--- src/rtl/code_conv_pkg.sv ---
// Shared encodings and elaboration-time helpers for the code conversion engine.
package code_conv_pkg;

  typedef enum logic [1:0] {
    MODE_GRAY = 2'b00,
    MODE_BCD  = 2'b01,
    MODE_XS3  = 2'b10,
    MODE_G2B  = 2'b11
  } mode_e;

  typedef enum logic [1:0] {
    IDLE = 2'b00,
    CONV = 2'b01,
    ADJ  = 2'b10,
    DONE = 2'b11
  } state_e;

  function automatic int clog2(input int n);
    int r;
    r = 0;
    while ((longint'(1) << r) < longint'(n)) r = r + 1;
    return r;
  endfunction

  // Smallest digit count whose decimal range covers 2^w-1.
  function automatic int bcd_digits(input int w);
    longint unsigned maxv;
    longint unsigned p;
    int nd;
    maxv = (64'd1 << w) - 64'd1;
    p    = 64'd10;
    nd   = 1;
    while (p <= maxv) begin
      p  = p * 64'd10;
      nd = nd + 1;
    end
    return nd;
  endfunction

endpackage

--- src/rtl/code_conv_engine_bcd_digit_adj.sv ---
// One double-dabble digit correction: digits of 5 or more get +3 before the shift.
module bcd_digit_adj (
  input  logic [3:0] digit,
  output logic [3:0] adj
);

  assign adj = (digit >= 4'd5) ? digit + 4'd3 : digit;

endmodule

--- src/rtl/code_conv_engine.sv ---
// Iterative W-bit converter: bin->gray, bin->BCD, bin->XS3 and gray->bin,
// one conversion in flight, valid/ready on both sides.
//
// state | meaning
// IDLE  | in_ready high, waiting for an operand
// CONV  | gray modes finish in one edge; BCD/XS3 run W double-dabble steps
// ADJ   | XS3 only: +3 on every digit
// DONE  | out_valid high, result held until out_ready
module code_conv_engine
  import code_conv_pkg::*;
#(
  parameter int W  = 8,
  parameter int ND = 3
) (
  input  logic            clk,
  input  logic            rst,
  input  logic            in_valid,
  output logic            in_ready,
  input  logic [W-1:0]    in_data,
  input  logic [1:0]      sel,
  output logic            out_valid,
  input  logic            out_ready,
  output logic [4*ND-1:0] result,
  output logic [1:0]      mode_out,
  output logic            done
);

  localparam int RW = 4 * ND;
  localparam int CW = (clog2(W) > 0) ? clog2(W) : 1;

  if (W < 2 || bcd_digits(W) > ND || RW < W) begin : g_param_check
    $error("code_conv_engine: ND=%0d cannot hold a %0d-bit operand", ND, W);
  end

  state_e         state, state_nxt;
  mode_e          mode;
  logic [W-1:0]   opnd;
  logic [RW-1:0]  acc, acc_adj, acc_xs3;
  logic [CW-1:0]  cnt;
  logic [W-1:0]   gray_val, bin_val;
  logic [RW+W-1:0] dd_next;
  logic           last_step, gray_mode;

  for (genvar d = 0; d < ND; d++) begin : g_dig
    bcd_digit_adj u_adj (
      .digit (acc[4*d +: 4]),
      .adj   (acc_adj[4*d +: 4])
    );
    // Excess-3 offset is per digit; a carry out of a digit is impossible after BCD.
    assign acc_xs3[4*d +: 4] = acc[4*d +: 4] + 4'd3;
  end

  assign dd_next   = {acc_adj, opnd} << 1;
  assign last_step = (cnt == CW'(W - 1));
  assign gray_mode = (mode == MODE_GRAY) || (mode == MODE_G2B);
  assign in_ready  = (state == IDLE);
  assign out_valid = (state == DONE);
  assign mode_out  = mode;

  always_comb begin
    gray_val = opnd ^ (opnd >> 1);
    bin_val  = '0;
    for (int i = 0; i < W; i++) bin_val[i] = ^(opnd >> i);
  end

  always_comb begin
    state_nxt = state;
    case (state)
      IDLE: if (in_valid) state_nxt = CONV;
      CONV: begin
        if (gray_mode)      state_nxt = DONE;
        else if (last_step) state_nxt = (mode == MODE_XS3) ? ADJ : DONE;
      end
      ADJ:  state_nxt = DONE;
      DONE: if (out_ready) state_nxt = IDLE;
      default: state_nxt = IDLE;
    endcase
  end

  always_ff @(posedge clk or negedge rst) begin
    if (!rst) state <= IDLE;
    else      state <= state_nxt;
  end

  always_ff @(posedge clk or negedge rst) begin
    if (!rst) begin
      opnd   <= '0;
      mode   <= MODE_GRAY;
      acc    <= '0;
      cnt    <= '0;
      result <= '0;
      done   <= 1'b0;
    end else begin
      done <= (state != DONE) && (state_nxt == DONE);
      case (state)
        IDLE: begin
          if (in_valid) begin
            opnd <= in_data;
            mode <= mode_e'(sel);
            acc  <= '0;
            cnt  <= '0;
          end
        end
        CONV: begin
          if (gray_mode) begin
            result <= RW'((mode == MODE_GRAY) ? gray_val : bin_val);
          end else begin
            acc  <= dd_next[RW+W-1:W];
            opnd <= dd_next[W-1:0];
            cnt  <= cnt + CW'(1);
            if (last_step && mode == MODE_BCD) result <= dd_next[RW+W-1:W];
          end
        end
        ADJ: result <= acc_xs3;
        default: ;
      endcase
    end
  end

endmodule

--- config.mk ---
export PLATFORM = sky130hd
export DESIGN_NAME = code_conv_engine
export DESIGN_NICKNAME = d
export VERILOG_FILES = /design/src/rtl/code_conv_pkg.sv /design/src/rtl/code_conv_engine_bcd_digit_adj.sv /design/src/rtl/code_conv_engine.sv
export SDC_FILE = /design/constraint.sdc
export NUM_CORES = 1
export LEC_CHECK = 0
export CAP_MARGIN = 10
export CORE_ASPECT_RATIO = 0.75
export CORE_MARGIN = 1
export CORE_UTILIZATION = 45
export DETAILED_ROUTE_END_ITERATION = 7
export PLACE_DENSITY = 0.77
export SYNTH_ARGS = -nofsm -noshare
export SYNTH_HDL_FRONTEND = slang
export SYNTH_SLANG_ARGS = --single-unit
--- constraint.sdc ---
create_clock -name clk -period 2 [get_ports clk]
set_clock_uncertainty 0.05 [all_clocks]
set_input_delay 0.6 -clock clk [delete_from_list [all_inputs] [get_ports clk]]
set_output_delay 0.6 -clock clk [all_outputs]
set_load 0.1 [all_outputs]
# Yosys cells after proc, flatten, opt, wreduce, memory -nomap -nowiden
# Index checks and enable logic that the tools add are counted.
# Widths: inputs -> output; s select.
word_totals:
  wordCells: 67
  input_bits: 14
  register_bits: 40
  output_inout_bits: 17
op_classes:
  n_reduce_logical: 18
  eq_ne: 12
  n_mux: 22
  addsub: 4
  n_bitwise: 1
  n_lt_le_gt_ge: 3
ops:
  columns: ["op", "n"]
  rows:
  - ["$reduce_xor 8->1", 8]
  - ["$mux 12", 4]
  - ["$pmux 12 s2", 2]
  - ["$mux 8", 3]
  - ["$pmux 8 s2", 1]
  - ["$add 4x2->4 const B", 3]
  - ["$ge 4x3->1 const B", 3]
  - ["$eq 2x2->1 const B", 5]
  - ["$mux 3", 3]
  - ["$mux 2", 4]
  - ["$mux 4", 2]
  - ["$pmux 2 s4", 1]
  - ["$xor 8x7->8", 1]
  - ["$ne 2x2->1 const B", 3]
  - ["$pmux 3 s2", 1]
  - ["$eq 2x1->1 const B", 2]
  - ["$logic_not 2->1", 2]
  - ["$reduce_and 2->1", 2]
  - ["$reduce_bool 2->1", 2]
  - ["$add 3x1->3 const B", 1]
  - ["$eq 3x3->1 const B", 1]
  - ["$ne 3x3->1 const B", 1]
  - ["$reduce_and 3->1", 1]
  - ["$logic_and 1x1->1", 2]
  - ["2 further kinds", 2]

# Longest topological paths before layout
# Gate-level depths: netlist of the first run.
logic_depth:
  word_depth: 7
  mapped_depth: 9
  mapped_depth_nobuf: 7

# Hierarchy
# Synthesis of the first run repeated with hierarchy kept, for this count alone.
unflattened:
  cells_unflattened: 279
  area_unflattened_um2: 2547.4
modules_own_cells:
  columns: ["mod", "cells_each", "instances", "area_per_inst_um2"]
  rows:
  - ["code_conv_engine", 231, 1, 2243.4]
  - ["bcd_digit_adj", 16, 3, 101.3]

# Worst setup path before layout of the first run
# No wires, ideal clock.
synth_timing:
  path_kind: "reg-to-reg"
  start: "register mode[0] (netlist: mode_out[0])"
  end: "register acc[7]"
  t_required_ns: 1.828
  setup_slack_ns: -0.678
  path_buffers: 2
  period_less_slack_ns: 2.678
  arrival_time_ns: 2.506
  stages_incl_launch_ff: 9
  setup_time_ns: 0.122
  cell_sequence: "dfrtp_1 -> inv_1 -> ha_1 -> buf_2 -> inv_2 -> a211oi_1 -> clkbuf_1 -> o31ai_1 -> a32o_1"
synth_between:
  elab_chain_len: 4
  word_cells_on_any_way: 5
synth_lines:
  columns: ["element", "line_no", "text"]
  rows:
  - ["start: declaration", "code_conv_engine.sv:36", "mode_e mode;"]
  - ["start signal: assignment", "code_conv_engine.sv:99", "mode <= mode_e'(sel);"]
  - ["$eq 2x2->1 / $logic_not 2->1 (equally long branches)", "code_conv_engine.sv:55", "assign gray_mode = (mode == MODE_GRAY) || (mode == MODE_G2B);"]
  - ["$logic_or 1x1->1 *", "code_conv_engine.sv:55", null]
  - ["$ne 2x2->1 (no line) *", null, null]
  - ["$reduce_and 3->1 (no line) *", null, null]
  - ["end signal: assignment", "code_conv_engine.sv:108", "acc <= dd_next[RW+W-1:W];"]
  - ["end: declaration", "code_conv_engine.sv:38", "logic [RW-1:0] acc, acc_adj, acc_xs3;"]
# Mark *: on every way between the ends. The rest lies on a longest branch, timed or not.
# A chain may end at the register's enable or synchronous reset.

# Worst setup path in the final report of the first run
layout_timing:
  start: "register state[0]"
  end: "output port in_ready"
layout_between:
  elab_chain_len: 1
layout_lines:
  columns: ["element", "line_no", "text"]
  rows:
  - ["start: declaration", "code_conv_engine.sv:35", "state_e state, state_nxt;"]
  - ["start signal: assignment", "code_conv_engine.sv:82", "else state <= state_nxt;"]
  - ["$logic_not 2->1", "code_conv_engine.sv:56", "assign in_ready = (state == IDLE);"]
  - ["end: declaration", "code_conv_engine.sv:18", "output logic in_ready,"]
# No other way between the ends.

==> results of run 1 <==
==> sequential cells by signal, indices dropped and copies added, names as in the netlist <==
signal and cells:
state 2, acc 12, mode_out 2, cnt 3
result 12, opnd 8, done 1
==> Yosys cell counts (all sizes together), types with 6 or more instances <==
| master | instances | share of area [%] |
|---|---|---|
| dfrtp | 40 | 40 |
| o21ai | 31 | 6.2 |
| nand2 | 24 | 3.6 |
| a21oi | 20 | 4.1 |
| nor2 | 17 | 2.6 |
| ha | 15 | 7.5 |
| inv | 15 | 2.2 |
| clkbuf | 11 | 1.6 |
| mux2i | 11 | 4.4 |
| xnor2 | 11 | 3.8 |
| a22o | 8 | 2.8 |
| xor2 | 8 | 2.8 |
| buf | 7 | 1.5 |
| nand2b | 7 | 1.7 |
| nand3 | 6 | 1.2 |
==> kinds of logic (layout without fill, tap and decap cells) <==
logic type	count (synthesis)	count (layout)	share of synthesized area [%]
AO/OA/AOI/OAI	80	80	20.0
multiplexers	13	13	5.27
AND/OR/NAND/NOR	71	71	13.6
adder cells (fa/ha/maj)	15	15	7.46
flip-flops	40	40	39.8
buffers and inverters	33	72	5.42
XOR/XNOR	21	21	8.50
==> stage by stage <==
step,TNS (ps),hold slack (ps),utilization [%],std cells,worst slack [ps]
3_3_place_gp,-28.1,415,60.0,379,-9.60
2_1_floorplan,0,254,-,273,14.9
6_report,0,297,62.5,387,103
4_1_cts,0,324,62.3,387,35.1
3_5_place_dp,-108,454,60.0,379,-36.3
5_1_grt,0,346,62.5,387,12.9
==> routing by layer <==
layer	vias to the layer above	GRT usage, %
met5	-	0
met4	0	4.64
met3	2	4.34
met2	41	34.8
met1	1033	28.5
li1	1032	-
==> worst max-delay path: stages, from the launching register on <==
cell	delay, ps
dfrtp_1	420
inv_1	130
ha_4	210
buf_12	180
==> timing repair <==
action / 4_1_cts / 5_1_grt
endpoints found under the setup margin: 1 / 6
pin swaps: 0 / 1
resized for setup: 1 / 4
hold endpoints to repair: 0 / 0
gates cloned: 0 / 0
==> cell usage in the layout, fill, tap and decap left out, types with 2 or more instances in the layout <==
master / netlist / final
nand2_1: 24 / 24
o31ai_1: 4 / 4
mux2i_1: 11 / 10
dfrtp_1: 40 / 38
buf_12: 0 / 20
dfrtp_4: 0 / 2
inv_1: 12 / 10
and3b_1: 2 / 2
clkdlybuf4s50_1: 0 / 12
o21ai_0: 6 / 6
a21oi_2: 1 / 2
and2_1: 2 / 2
mux2_1: 2 / 2
a21oi_1: 19 / 18
inv_2: 3 / 5
nand3_1: 6 / 6
nor2b_1: 4 / 4
a32o_1: 3 / 3
buf_4: 0 / 16
a22oi_1: 3 / 3
nand2b_1: 7 / 7
ha_2: 0 / 2
nor3_1: 3 / 3
nor4_1: 2 / 2
a22o_1: 8 / 8
ha_1: 15 / 12
o21ai_1: 25 / 24
clkbuf_8: 0 / 5
nor2_1: 16 / 16
nor3b_1: 3 / 3
xnor2_1: 11 / 11
xor2_1: 8 / 8
==> final cells by class <==
type	count	area share, %
clock buffers	5	2.06
clock inverters	3	1.38
inverters	15	1.68
multi-input cells	200	42.6
flip-flops and latches	40	30.1
well taps	75	2.80
repair buffers	49	19.3
==> worst paths after layout <==
path                       slack [ps]  cells past startpoint                from                      end
min                               300                      2                 rst    result[8]$_DFFE_PN0P_
min reg2reg                       460                      1  cnt[0]$_DFFE_PN0P_       cnt[0]$_DFFE_PN0P_
max in group asynchronous        1200                      2                 rst  mode_out[1]$_DFFE_PN0P_
max reg2reg                       100                      7  cnt[0]$_DFFE_PN0P_    result[6]$_DFFE_PN0P_
min in group clk                  460                      1  cnt[0]$_DFFE_PN0P_       cnt[0]$_DFFE_PN0P_
max                               100                      3  state[0]$_DFF_PN0_                 in_ready
==> results.ini, run 1 <==
[outcome]
outcome=complete, no violations

[min_path]
hold_path.class=in -> async

[logic_synthesis]
synth-seq-cells=40
syn_inst=273
syn_area_um2=2520
yosysUniqueCellTypes=45
async_flop_share_pct=100
synth_nets=302
synth.avg_cell_area_um2=9.22
ys_seq_area_share_pct=39.8
ys.flop_type=dfrtp_1
synth-edff-count=0
ys_warn_count=0

[route]
dr.pass1.iters=4
m1WireLength_um=2690
ant_nets=0
avgRoutedWirePerCell_um=14.6
drtIter0Drc=150
wl_met3_um=225
viasPerCell=5.45
wirelength_um=5650
remaining_drc_errors=0
top_layer=met4
dr_wl_met2_um=2710
vias=2108

[worst_setup_path]
arrival_ps=1250
end_kind=output pin
startpoint_type=flip-flop
crit_type=reg -> out
crit_fanout=7
worstPathRequired_ps=1350

[grt]
grt_pass1_wl_um=9440
grt_pass1_vias=2010
grt_overflow=0
grt.total_usage_pct=21.1
grt_max_degree=41
antenna_found_initial=0

[cells_and_area]
n_fill_cell=464
multi_input_area_um2=1430
final-seq-area_um2=1010
antenna_cells=0
layout.nets=340
stdcell_area_um2=3350
synthToLayoutAreaGrowth_pct=33.0
drive_gt1_share_pct=20.5

[floorplanning]
chipHeight_um=66.8
die_width_um=88.3
ios=31
rows=23
core_um2=5350
die-area_um2=5900
start_util_pct=47.0

[timing]
period_share_pct=94.9
finalHoldViolCount=0
fmax_ghz=0.527
setup_violations=0
min_period_ps=1900
maxSlewViolCount=0
rsz0062_at_grt=false
worst_slew_pin_slew_ps=520
slew-limit-headroom_pct=65.3

[clocking]
numClockSinks=40
holdBufCountCts=0
clk_pin_slew_ps=90
cts_buffers=5
postCtsSetupRepairBufs=0
root_buffer=clkbuf_8
cts_tree=built
clock_latency_ps=300
htreeDepth=2
clockBufferDepth=2

[placed_design]
gp_congestion=0.825
post-dp-hpwl_um=4160
place_area_um2=3210
port_buffers=30

[job]
maxCapViolations=0

Power of run 1 is left out: the tool's default activity adds up to more than one toggle a clock period on the data nets, which glitch-free logic cannot reach.
==> run 2: changes to the inputs <==
Settings changed: CORE_UTILIZATION 45 to 43, MAX_ROUTING_LAYER set to met4, PLACE_DENSITY 0.77 to 0.75.
==> run 2 against run 1 <==
Compared with the run above: setup slack improved by 17 ps; sequential share of layout area increased by 0.090 points; critical path depth unchanged; maximum frequency increased by 0.89%; register-to-register slack improved by 30 ps; final area decreased by 0.30%; die area increased by 4.5%; non-clock buffer count decreased by 2; via count decreased by 2.6%; wire length increased by 2.4%.
==> results.ini, run 2 (synthesized netlist as in run 1, its figures left out) <==
[worst_setup_path]
worstPathRequired_ps=1350
end_kind=output pin
slowest_stage=dfrtp_1
crit_buf_inv=2
critPathTopFamily=flip-flops
path_cells=inv_1 -> ha_4 -> buf_12
arrival_ps=1230
crit_cells=3
crit_type=reg -> out
crit_fanout=7
r2r_cells=8
cpPeakStageDelay_ps=420
startpoint_type=flip-flop

[route]
avgRoutedWirePerCell_um=15.0
viasPerCell=5.34
wl_met3_um=239
drtIter0Drc=242
vias=2054
dr.pass1.iters=4
top_layer=met4
m1WireLength_um=2800
ant_nets=0
dr_wl_met2_um=2690
wirelength_um=5790
remaining_drc_errors=0

[timing]
period_share_pct=94.0
fmax_ghz=0.532
setup_violations=0
min_period_ps=1880
worst_slew_pin_slew_ps=327
slew-limit-headroom_pct=78.1
maxSlewViolCount=0
finalHoldViolCount=0

[cells_and_area]
multi_input_area_um2=1440
top_regs=acc (12), result (12), opnd (8)
fin_cells=385
final-seq-area_um2=1010
layout.nets=338
layout_commonest_cell=dfrtp_1
mostFrequentLayoutCells=38 x dfrtp_1, 24 x o21ai_1, 24 x nand2_1
antenna_cells=0
drive_gt1_share_pct=20.0
synthToLayoutAreaGrowth_pct=32.6
n_fill_cell=454

[min_path]
hold_path.class=in -> async

[grt]
grt_pass1_wl_um=9450
grt_pass1_vias=1936
antenna_found_initial=0
grt.total_usage_pct=20.3
grt_overflow=0
grt_max_degree=41

[floorplanning]
die_width_um=90.3
die-area_um2=6160
start_util_pct=45.8
chipHeight_um=68.2
rows=23
core_um2=5500
ios=31

[job]
maxCapViolations=0

[placed_design]
dp.cells=376
gp_congestion=0.854
post-dp-hpwl_um=4170
port_buffers=30

[clocking]
htreeDepth=2
root_buffer=clkbuf_8
clockBufferDepth=2
holdBufCountCts=0
cts_buffers=5
numClockSinks=40
clock_latency_ps=300
cts_tree=built
clk_pin_slew_ps=80

[outcome]
outcome=complete, no violations

## run 2: cell count changes in the layout (fill, tap and decap cells not counted)
| cell | previous run | this run |
|---|---|---|
| inv_6 | 1 | 0 |
| ha_1 | 12 | 11 |
| ha_4 | 1 | 2 |
| mux2i_2 | 1 | 0 |
| clkinv_2 | 0 | 1 |
| buf_4 | 16 | 14 |
| mux2i_1 | 10 | 11 |
## run 2: final timing paths
check                                    start                 endpoint  slack, ps
max                         state[0]$_DFF_PN0_                 in_ready        120
min                                        rst    result[8]$_DFFE_PN0P_        220
max reg2reg                 cnt[0]$_DFFE_PN0P_    result[2]$_DFFE_PN0P_        130
min reg2reg                opnd[0]$_DFFE_PN0P_      opnd[0]$_DFFE_PN0P_        480
max in group asynchronous                  rst  mode_out[1]$_DFFE_PN0P_       1460
min in group clk           opnd[0]$_DFFE_PN0P_      opnd[0]$_DFFE_PN0P_        480
## run 2: metrics by stage
step,hold WS [ps],area (um2),worst slack [ps],TNS [ps],util [%]
after detailed placement,460,3190,-63.6,-414,58.0
final,218,3340,119,0,60.7
after global placement,416,3190,-18.0,-52.7,58.0
after CTS,226,3300,15.8,0,60.1
after floorplan,254,2560,14.9,0,-
after global routing,229,3340,-8.81,-8.81,60.7
## run 2: per-layer routing
metal	global-route usage, %	vias up
li1	-	1023
met2	33.2	51
met3	3.89	6
met4	5.44	0
met1	26.2	974
met5	-	-
## run 2: layout make-up
type | instances | share of cell area (%)
multi-input combinational | 200 | 43.0
sequential | 40 | 30.2
timing repair buffer | 47 | 18.9
tap | 75 | 2.81
clock buffer | 5 | 2.06
inverter | 15 | 1.69
clock inverter | 3 | 1.28
## run 2: timing repair
action | CTS | global route
gates resized for setup | 0 | 6
buffers inserted | 0 | 1
endpoints found under the setup margin | 0 | 7
Power of run 2 is left out for the same reason.
